--- src/rtl/score_display_ctrl_if.sv ---
// Link between the score controller and the shared seven-segment renderer:
// the controller drives a digit origin and value, the renderer answers seg_hit in the same cycle.
interface score_display_ctrl_if;
   logic [9:0] segx;
   logic [9:0] segy;
   logic [3:0] num;
   logic       seg_hit;

   modport master (output segx, segy, num, input seg_hit);
   modport slave  (input segx, segy, num, output seg_hit);
endinterface

--- src/rtl/score_display_ctrl.sv ---
// Goose-run HUD score controller: BCD run score and high score, IDLE/RUN/OVER phase FSM,
// and digit steering of a single shared seven-segment renderer from the VGA pixel position.
module score_display_ctrl #(
   parameter int ORIGIN_X = 560,
   parameter int ORIGIN_Y = 16,
   parameter int PITCH    = 12,
   parameter int DIG_W    = 10,
   parameter int DIG_H    = 20
) (
   input  logic                        clk,
   input  logic                        rst_n,
   input  logic                        tick,
   input  logic [9:0]                  x,
   input  logic [9:0]                  y,
   input  logic                        video_on,
   input  logic                        score_inc,
   input  logic                        game_start,
   input  logic                        game_over,
   score_display_ctrl_if.master        rend,
   output logic                        pix_on,
   output logic [15:0]                 score_bcd,
   output logic [15:0]                 hi_bcd,
   output logic                        overflow,
   output logic [1:0]                  state
);

   localparam logic [1:0] ST_IDLE = 2'd0;
   localparam logic [1:0] ST_RUN  = 2'd1;
   localparam logic [1:0] ST_OVER = 2'd2;

   // Game events are single-cycle level pulses sampled on every rising edge; there is
   // no ready/back-pressure, and a pulse held for N cycles acts N times.

   function automatic logic [15:0] bcd_inc(input logic [15:0] v);
      logic [15:0] r;
      logic        carry;
      r     = v;
      carry = 1'b1;
      for (int i = 0; i < 4; i++) begin
         if (carry) begin
            if (r[4*i +: 4] == 4'd9) begin
               r[4*i +: 4] = 4'd0;
            end else begin
               r[4*i +: 4] = r[4*i +: 4] + 4'd1;
               carry       = 1'b0;
            end
         end
      end
      return r;
   endfunction

   always_ff @(posedge clk or negedge rst_n) begin
      if (!rst_n) begin
         state     <= ST_IDLE;
         score_bcd <= 16'h0000;
         hi_bcd    <= 16'h0000;
         overflow  <= 1'b0;
      end else begin
         case (state)
            ST_IDLE: begin
               if (game_start) begin
                  state     <= ST_RUN;
                  score_bcd <= 16'h0000;
                  overflow  <= 1'b0;
               end
            end
            ST_RUN: begin
               if (score_inc) begin
                  if (score_bcd == 16'h9999) overflow <= 1'b1;
                  else                       score_bcd <= bcd_inc(score_bcd);
               end
               if (game_over) state <= ST_OVER;
            end
            ST_OVER: begin
               // Score is frozen in OVER, so comparing every OVER cycle equals comparing once.
               if (score_bcd > hi_bcd) hi_bcd <= score_bcd;
               if (game_start) begin
                  state     <= ST_RUN;
                  score_bcd <= 16'h0000;
                  overflow  <= 1'b0;
               end
            end
            default: state <= ST_IDLE;
         endcase
      end
   end

   logic [15:0] disp;
   logic [3:0]  blank;
   logic        in_box;
   logic        blank_sel;

   assign disp = (state == ST_IDLE) ? hi_bcd : score_bcd;

   // Leading-zero blanking; the least significant digit always shows.
   always_comb begin
      blank    = 4'b0000;
      blank[0] = (disp[15:12] == 4'd0);
      blank[1] = blank[0] & (disp[11:8] == 4'd0);
      blank[2] = blank[1] & (disp[7:4] == 4'd0);
   end

   always_comb begin
      rend.segx = 10'(ORIGIN_X);
      rend.segy = 10'(ORIGIN_Y);
      rend.num  = 4'd0;
      in_box    = 1'b0;
      blank_sel = 1'b0;
      for (int k = 0; k < 4; k++) begin
         if (x >= 10'(ORIGIN_X + k*PITCH) && x <= 10'(ORIGIN_X + k*PITCH + DIG_W - 1) &&
             y >= 10'(ORIGIN_Y) && y <= 10'(ORIGIN_Y + DIG_H - 1)) begin
            rend.segx = 10'(ORIGIN_X + k*PITCH);
            rend.num  = disp[4*(3-k) +: 4];
            in_box    = 1'b1;
            blank_sel = blank[k];
         end
      end
   end

   always_ff @(posedge clk or negedge rst_n) begin
      if (!rst_n)    pix_on <= 1'b0;
      else if (tick) pix_on <= video_on & in_box & ~blank_sel & rend.seg_hit;
   end

endmodule

--- src/flat_wrapper.sv ---
// flat-port wrapper written by rule: the top's interface ports become plain ports
module score_display_ctrl_flat 
#(
   parameter int ORIGIN_X = 560,
   parameter int ORIGIN_Y = 16,
   parameter int PITCH    = 12,
   parameter int DIG_W    = 10,
   parameter int DIG_H    = 20
)
  (clk, rst_n, tick, x, y, video_on, score_inc, game_start, game_over, pix_on, score_bcd, hi_bcd, overflow, state, rend_segx, rend_segy, rend_num, rend_seg_hit);
  score_display_ctrl_if rend_i ();
  input  logic clk;
  input  logic rst_n;
  input  logic tick;
  input  logic [9:0] x;
  input  logic [9:0] y;
  input  logic video_on;
  input  logic score_inc;
  input  logic game_start;
  input  logic game_over;
  output logic pix_on;
  output logic [15:0] score_bcd;
  output logic [15:0] hi_bcd;
  output logic overflow;
  output logic [1:0] state;
  output wire logic [$bits(rend_i.segx)-1:0] rend_segx;
  output wire logic [$bits(rend_i.segy)-1:0] rend_segy;
  output wire logic [$bits(rend_i.num)-1:0] rend_num;
  input wire logic [$bits(rend_i.seg_hit)-1:0] rend_seg_hit;
  assign rend_segx = rend_i.segx;
  assign rend_segy = rend_i.segy;
  assign rend_num = rend_i.num;
  assign rend_i.seg_hit = rend_seg_hit;
  score_display_ctrl #(.ORIGIN_X(ORIGIN_X), .ORIGIN_Y(ORIGIN_Y), .PITCH(PITCH), .DIG_W(DIG_W), .DIG_H(DIG_H)) u_core (.clk(clk), .rst_n(rst_n), .tick(tick), .x(x), .y(y), .video_on(video_on), .score_inc(score_inc), .game_start(game_start), .game_over(game_over), .rend(rend_i), .pix_on(pix_on), .score_bcd(score_bcd), .hi_bcd(hi_bcd), .overflow(overflow), .state(state));
endmodule
--- config.mk ---
export PLATFORM = sky130hd
export DESIGN_NAME = score_display_ctrl_flat
export DESIGN_NICKNAME = d
export VERILOG_FILES = /design/src/rtl/score_display_ctrl_if.sv /design/src/rtl/score_display_ctrl.sv /design/src/flat_wrapper.sv
export SDC_FILE = /design/constraint.sdc
export NUM_CORES = 1
export LEC_CHECK = 0
export BUFFER_PORTS_ARGS = -buffer_cell sky130_fd_sc_hd__buf_2
export CELL_PAD_IN_SITES_DETAIL_PLACEMENT = 1
export CELL_PAD_IN_SITES_GLOBAL_PLACEMENT = 1
export CORE_ASPECT_RATIO = 0.9
export CORE_MARGIN = 3
export CORE_UTILIZATION = 39
export CTS_BUF_LIST = sky130_fd_sc_hd__clkbuf_8
export DETAILED_ROUTE_END_ITERATION = 6
export PLACE_DENSITY = 0.84
export SLEW_MARGIN = 20
export SYNTH_ARGS = -nofsm -noshare
export SYNTH_HDL_FRONTEND = slang
export SYNTH_SLANG_ARGS = --single-unit
--- constraint.sdc ---
create_clock -name clk -period 3.3 [get_ports clk]
set_input_delay 0.495 -clock clk [delete_from_list [all_inputs] [get_ports clk]]
set_output_delay 0.495 -clock clk [all_outputs]
set_load 0.05 [all_outputs]
==> metrics.csv, run 1 <==
stage,metric,value,unit
run_status,outcome,"finished, final reports clean",
worst_setup_path,cp_max_fo,7,
logic_synthesis,syn_avg_cell_area,8.945,um2
route,drc,0,
clocking,clk_latency,290,ps
global_route,track_usage,20.71,%
route,routedWlPerCell,17.29,um
floorplanning,dieArea,8282,um2
worst_setup_path,critical_path_class,input pin to output pin,
clocking,clk_pin_slew,70,ps
route,vias_per_cell,5.457,
timing,finalMaxSlewViolations,0,
pwr,peakVddDrop,0.4367,mV
worst_setup_path,crit_path_cell_trace,buf_2 > o21ai_0 > o2bb2ai_1 > a22oi_1 > nor2_1 > a211oi_1 > a21oi_1 > buf_2,
clocking,cts.sinks,36,
clocking,holdBufCountCts,0,
global_route,use_met1,27.21,%
global_route,grt_max_degree,37,
logic_synthesis,synth_area,2818,um2
floorplanning,start_util,41.46,%
clocking,cts_inserted_buffers,5,
timing,setup_viol,0,
timing,skew,5.892,ps
logic_synthesis,synth.top_cell.area_share,31.97,%
global_route,grt_pass1_wl,13350,um
timing,grt_setup_unrepaired,no,
worst_setup_path,r2r-end,u_core.hi_bcd[2]$_DFFE_PN0P_,
global_route,grt_use_met3,3.385,%
logic_synthesis,syn_inst,315,
logic_synthesis,synth_cell_type_count,51,
route,first_iter_violations,121,
layout,antennaDiodeCount,0,
layout,nets,436,
global_route,grt_overflow_total,0,
pwr,p_seq_share,28.9,%
route,antenna_left,0,
logic_synthesis,async_flop_share,100.0,%
worst_setup_path,r2r_start,u_core.score_bcd[14]$_DFFE_PN0P_,
route,vias,2592,
route,finalWirelength,8212,um
layout,fin_util,48.23,%
timing,finalCritPeriodShare,87.88,%
timing,worstMarginPinSlew,835.7,ps
placed_design,finalWeightedCongestion,0.8606,
timing,hold_viol_final,0,
clocking,clockBufferDepth,2,
worst_setup_path,slowest_stage,nor2_1,
placed_design,dp_hpwl,6460,um
pwr,power_density,835.2,nW/um2
worst_setup_path,startpoint,x[7],
worst_setup_path,critPathBufInv,2,
clocking,cts.repair.resized,0,
clocking,cts_max_level,2,
timing,fin_tns_setup,0,ps
logic_synthesis,synth-seq-cells,36,
logic_synthesis,yosysWarnings,0,
layout,fin_area,3278,um2
worst_setup_path,rrSetupSlack,640,ps
worst_setup_path,crit_arrival,2410,ps
layout,syn2layout_area_growth,16.34,%
pwr,power_switching,1.476,mW
worst_setup_path,startpoint_type,input pin,
clocking,cts-root-buf,clkbuf_8,
global_route,grt_pass1_vias,2699,
worst_setup_path,worst_ep_required_time,2800,ps
global_route,use_met2,35.16,%
worst_setup_path,critical-path-max-stage-delay,510,ps
logic_synthesis,synth_top_area_cell,dfrtp_1,
timing,max_freq,0.3448,GHz
worst_setup_path,path_common_cell,buf_2,
logic_synthesis,synth_flop_cell,dfrtp_1,
floorplanning,die_x,95.60,um
timing,slew_headroom,44.29,%
pwr,pwr-share-comb,59.4,%
global_route,antenna_found_initial,0,
placed_design,placed_area,3188,um2
route,firstDrtPassIters,4,
floorplanning,die_h,86.64,um
clocking,cts_tree,done,
logic_synthesis,synth-edff-count,0,
pwr,p_int,1.262,mW
pwr,power,2.738,mW
global_route,grt-busiest-layer,met2,
placed_design,io_buffers,70,
floorplanning,ios,88,
worst_setup_path,worst_r2r_path_depth,8,
floorplanning,std_cell_rows,28,
layout,drive_gt1_share,26.23,%
flow_run,maxCapViolCount,0,
logic_synthesis,synth.area.top_cells,"dfrtp_1, ha_1, mux2_2",
worst_setup_path,path_delay_family,compound AO/OA/AOI/OAI gates,
pwr,switching_share,53.90,%
clocking,cts_setup_buffers,0,
pwr,leakage,1.703,nW
worst_setup_path,cp-end-kind,output pin,
worst_hold_path,hp-class,input pin to asynchronous set/reset pin,
floorplanning,coreArea,6797,um2
pwr,pwr-share-clk,11.7,%
timing,period_needed,2900,ps
logic_synthesis,yosysSeqAreaShare,31.97,%
-- routing by layer --
layer | wire, um | part of all wire [%]
met5 | 0 | 0
met3 | 265 | 3.2
met1 | 3902 | 48
met4 | 102 | 1.2
met2 | 3942 | 48
-- cell families after synthesis --
kind of cell / Yosys count / share of synthesized area [%]
adder cells (fa/ha/maj): 24 / 10.66
AO/OA/AOI/OAI: 70 / 15.68
flip-flops: 36 / 31.97
XOR/XNOR: 1 / 0.3109
multiplexers: 35 / 13.37
AND/OR/NAND/NOR: 93 / 17.72
buffers and inverters: 54 / 10.04
other: 2 / 0.2665
-- worst max path at each step --
| stage | cells after the start | endpoint | slack (ps) |
|---|---|---|---|
| after global routing | 8 | rend_num[0] | 140 |
| after global placement | 8 | rend_num[1] | 550 |
| after CTS | 8 | rend_num[0] | 440 |
| final | 8 | rend_num[1] | 400 |
| after floorplan | 8 | rend_num[2] | 60 |
| after detailed placement | 8 | rend_num[0] | 440 |
-- registers in the layout (all words and copies together) (netlist names) --
name	count
u_core.state	2
u_core.overflow	1
u_core.pix_on	1
u_core.hi_bcd	16
u_core.score_bcd	16
-- Yosys cell counts, drive strengths merged, types with 2 or more instances --
cell type and n:
a211o 2, buf 23, nor3 5, o31ai 4, dfrtp 36, nand4 6
conb 2, nand3b 3, o21a 2, a21o 3, clkbuf 2, nor2 11
a21boi 2, nand3 13, nor2b 2, a21oi 16, mux2 18, nand4b 2
nand2 25, and3 5, nor4 10, inv 29, o21bai 2, o21ai 19
or4b 2, ha 24, a211oi 8, nand2b 2, mux2i 17, o22ai 6
-- power by group through the flow --
| stage | combinational, mW | sequential (mW) | clock [mW] |
|---|---|---|---|
| after floorplan | 0.814 | 1.17 | 0 |
| final | 1.63 | 0.790 | 0.321 |
| after detailed placement | 1.63 | 0.793 | 0 |
| after CTS | 1.63 | 0.785 | 0.329 |
| after global routing | 1.78 | 0.817 | 0.349 |
| after global placement | 1.55 | 0.785 | 0 |
-- final cells by class --
| type | instances | area (um2) |
|---|---|---|
| clock buffer | 6 | 82.58 |
| clock inverter | 2 | 7.507 |
| fill | 839 | 3518 |
| inverter | 29 | 108.9 |
| multi-input combinational | 238 | 1685 |
| sequential | 36 | 900.9 |
| tap | 90 | 112.6 |
| timing repair buffer | 74 | 380.4 |
-- layout by cell type (no fill, tap or decap), drive strengths merged, types with 10 or more instances in the layout --
master  instances
a21oi          16
buf            74
conb           15
dfrtp          36
ha             24
inv            31
mux2           18
mux2i          17
nand2          25
nand3          13
nor2           11
nor4           10
o21ai          19
-- per-stage QoR --
stage,cells,worst slack [ps],hold slack [ps]
floorplan,328,57.90,199.4
global placement,467,552.7,494.4
detailed placement,467,438.2,515.7
CTS,475,438.0,331.0
global route,475,135.3,370.3
finish,475,399.9,300.8
No activity file was read; power rests on OpenSTA's default activity.
==> inputs of run 2 (changes only) <==
--- a/config.mk
+++ b/config.mk
@@ -16,2 +16,3 @@
 export PLACE_DENSITY = 0.84
+export SKIP_LAST_GASP = 1
 export SLEW_MARGIN = 20
==> constraint.sdc (replaced) <==
create_clock -name clk -period 3.3 [get_ports clk]
set_input_delay 0 -clock clk [delete_from_list [all_inputs] [get_ports clk]]
set_output_delay 0 -clock clk [all_outputs]
set_load 0.05 [all_outputs]
==> run 2 against run 1 <==
Net effect: the run now ends with hold timing left; final cell count is 1.3% higher; sequential share of layout area is 0.47 points lower; combinational power hardly changed; die area stayed put; routed wire length is 0.33% higher; critical endpoint is now u_core.hi_bcd[2]$_DFFE_PN0P_; first-iteration DRC count is 7.4% higher; maximum frequency is 8.4% higher; total power is 0.28% lower; via count is 2.5% higher; sequential power hardly changed.
==> metrics.csv, run 2 (same netlist as run 1, synthesis figures left out) <==
stage,metric,value,unit,change
route,drc,0,,unchanged
clocking,clk_latency,300,ps,about the same
pwr,p_int,1.269,mW,+0.51%
pwr,pwr-share-clk,12.0,%,+0.3 points
layout,fin_area,3336,um2,+1.8%
route,vias_per_cell,5.522,,+1.2%
worst_setup_path,path_delay_family,compound AO/OA/AOI/OAI gates,,
clocking,cts_tree,done,,
pwr,power_switching,1.462,mW,-0.95%
route,antenna_left,0,,unchanged
run_status,failed_checks,hold timing,,
worst_hold_path,hold-path-cell-count,3,,
floorplanning,start_util,41.46,%,unchanged
timing,setup_viol,0,,unchanged
timing,grt_setup_unrepaired,no,,
floorplanning,coreArea,6797,um2,unchanged
floorplanning,dieArea,8282,um2,unchanged
pwr,pwr-share-comb,59.1,%,-0.3 points
worst_setup_path,startpoint_type,flop,,
clocking,cts_inserted_buffers,5,,unchanged
timing,worstMarginPinSlew,910.9,ps,+75.19 ps
layout,antennaDiodeCount,0,,unchanged
placed_design,io_buffers,70,,unchanged
worst_setup_path,cp-end-kind,flop,,
global_route,grt_overflow_total,0,,unchanged
clocking,cts.sinks,36,,unchanged
placed_design,dp_hpwl,6430,um,-0.46%
timing,period_needed,2676,ps,-224.5 ps
clocking,clk_pin_slew,70,ps,about the same
layout,reg_top3,"u_core.hi_bcd: 16 flops, u_core.score_bcd: 16 flops, u_core.state: 2 flops",,
worst_setup_path,rrSetupSlack,620,ps,-20 ps
floorplanning,ios,88,,unchanged
global_route,grt_pass1_vias,2667,,-1.2%
worst_hold_path,hp-class,input pin to flop,,
global_route,antenna_found_initial,0,,unchanged
route,finalWirelength,8239,um,+0.33%
global_route,grt_pass1_wl,13410,um,+0.46%
worst_setup_path,slowest_stage,o21ai_1,,
clocking,cts_max_level,2,,unchanged
timing,slew_headroom,39.21,%,-5.1 points
worst_setup_path,critical_path_class,flop to flop,,
global_route,grt_max_degree,37,,unchanged
clocking,clockBufferDepth,2,,unchanged
route,first_iter_violations,130,,+7.4%
clocking,cts.repair.resized,0,,unchanged
pwr,p_seq_share,28.9,%,about the same
floorplanning,std_cell_rows,28,,unchanged
worst_setup_path,r2r_start,u_core.score_bcd[9]$_DFFE_PN0P_,,
pwr,peakVddDrop,0.4017,mV,-8.0%
timing,finalMaxSlewViolations,0,,unchanged
clocking,cts_setup_buffers,0,,unchanged
layout,nets,442,,+1.4%
route,vias,2656,,+2.5%
worst_setup_path,crit_path_cell_trace,ha_1 > a21oi_1 > nor2_1 > a211oi_1 > o21ai_0 > o21ai_1 > buf_4 > mux2_2,,
placed_design,placed_area,3196,um2,+0.24%
pwr,switching_share,53.53,%,-0.37 points
pwr,power_density,818.5,nW/um2,-2.0%
run_status,outcome,"complete, but fails checks",,
clocking,cts-root-buf,clkbuf_8,,
flow_run,maxCapViolCount,0,,unchanged
timing,holdWs,-6.218,ps,-307.0 ps
timing,fin_tns_setup,0,ps,unchanged
floorplanning,die_x,95.60,um,unchanged
worst_setup_path,r2r-end,u_core.hi_bcd[2]$_DFFE_PN0P_,,
timing,hold_viol_final,1,,+1
worst_setup_path,critPathBufInv,1,,-1
pwr,leakage,1.728,nW,+1.5%
timing,max_freq,0.3737,GHz,+8.4%
route,routedWlPerCell,17.13,um,-0.92%
timing,skew,6.015,ps,+0.1227 ps
worst_setup_path,worst_r2r_path_depth,8,,unchanged
placed_design,finalWeightedCongestion,0.8056,,-6.4%
layout,drive_gt1_share,26.09,%,-0.15 points
worst_setup_path,cp_num_cells,8,,unchanged
worst_setup_path,cp-endpoint,u_core.hi_bcd[2]$_DFFE_PN0P_,,
worst_setup_path,worst_ep_required_time,3480,ps,+680 ps
layout,syn2layout_area_growth,18.38,%,
worst_setup_path,cp_max_fo,8,,+1
layout,final_common_cell,buf_2,,
worst_setup_path,critical-path-max-stage-delay,570,ps,+60 ps
floorplanning,die_h,86.64,um,unchanged
layout,layout_common_cells,"buf_2, dfrtp_1, inv_1",,
timing,finalCritPeriodShare,81.08,%,-6.8 points
route,firstDrtPassIters,4,,unchanged
worst_setup_path,crit_arrival,2850,ps,+440 ps
worst_setup_path,startpoint,u_core.score_bcd[9]$_DFFE_PN0P_,,
global_route,track_usage,20.66,%,-0.050 points
## run 2: cell types whose count changed in the layout (fill, tap and decap cells not counted), sizes merged
cell / delta
buf: +1
dlygate4sd3: +5
## run 2: metrics by stage
step           hold WS [ps]  setup WS, ps  power, mW  utilization [%]  instances
3_3_place_gp          136.7         713.3      2.348            47.02        468
2_1_floorplan        -295.6         552.9      1.981                -        328
5_1_grt               6.226         427.3      2.948            49.08        481
6_report             -6.218         624.4      2.730            49.08        481
3_5_place_dp          155.7         660.7      2.418            47.02        468
4_1_cts               21.25         642.8      2.754            49.08        481
## run 2: worst min-delay path, delay by kind of cell
kind,cells,cell delay [ps]
AOI/OAI and AO/OA,1,90
buffers and inverters,1,100
and+or+nand+nor,1,50
## run 2: repair_timing
| item | in CTS | in global routing |
|---|---|---|
| endpoints found under the hold margin | 40 | 0 |
| setup endpoints to repair | 0 | 0 |
| hold buffers | 5 | 0 |
## run 2: area by class of cell
type,instances,area [um2]
Fill cell,845,3461
Multi-Input combinational cell,238,1685
Sequential cell,36,900.9
Timing Repair Buffer,80,437.9
Tap cell,90,112.6
Inverter,29,108.9
Clock buffer,6,82.58
Clock inverter,2,7.507
## run 2: metal layers
layer | GRT usage [%] | vias up | wire length [um]
met1 | 28.06 | 1314 | 3688
met4 | 5.168 | 0 | 88
met3 | 3.212 | 9 | 384
met2 | 34.34 | 66 | 4077
li1 | - | 1267 | -
met5 | 0 | - | 0
## run 2: power groups by stage
stage	clock, mW	combinational [mW]	sequential (mW)
after global routing	0.355	1.77	0.822
after floorplan	0	0.814	1.17
after CTS	0.333	1.63	0.791
final	0.327	1.61	0.790
after global placement	0	1.56	0.786
after detailed placement	0	1.62	0.801
## run 2: worst min-delay path by stage
| stage | endpoint | from | slack, ps |
|---|---|---|---|
| 2_1_floorplan | u_core.hi_bcd[0]$_DFFE_PN0P_ | rst_n | -300 |
| 3_3_place_gp | u_core.hi_bcd[4]$_DFFE_PN0P_ | rst_n | 140 |
| 3_5_place_dp | u_core.hi_bcd[7]$_DFFE_PN0P_ | rst_n | 160 |
| 4_1_cts | u_core.pix_on$_DFFE_PN0P_ | video_on | 20 |
| 5_1_grt | u_core.pix_on$_DFFE_PN0P_ | video_on | 6 |
| 6_report | u_core.pix_on$_DFFE_PN0P_ | video_on | -6 |
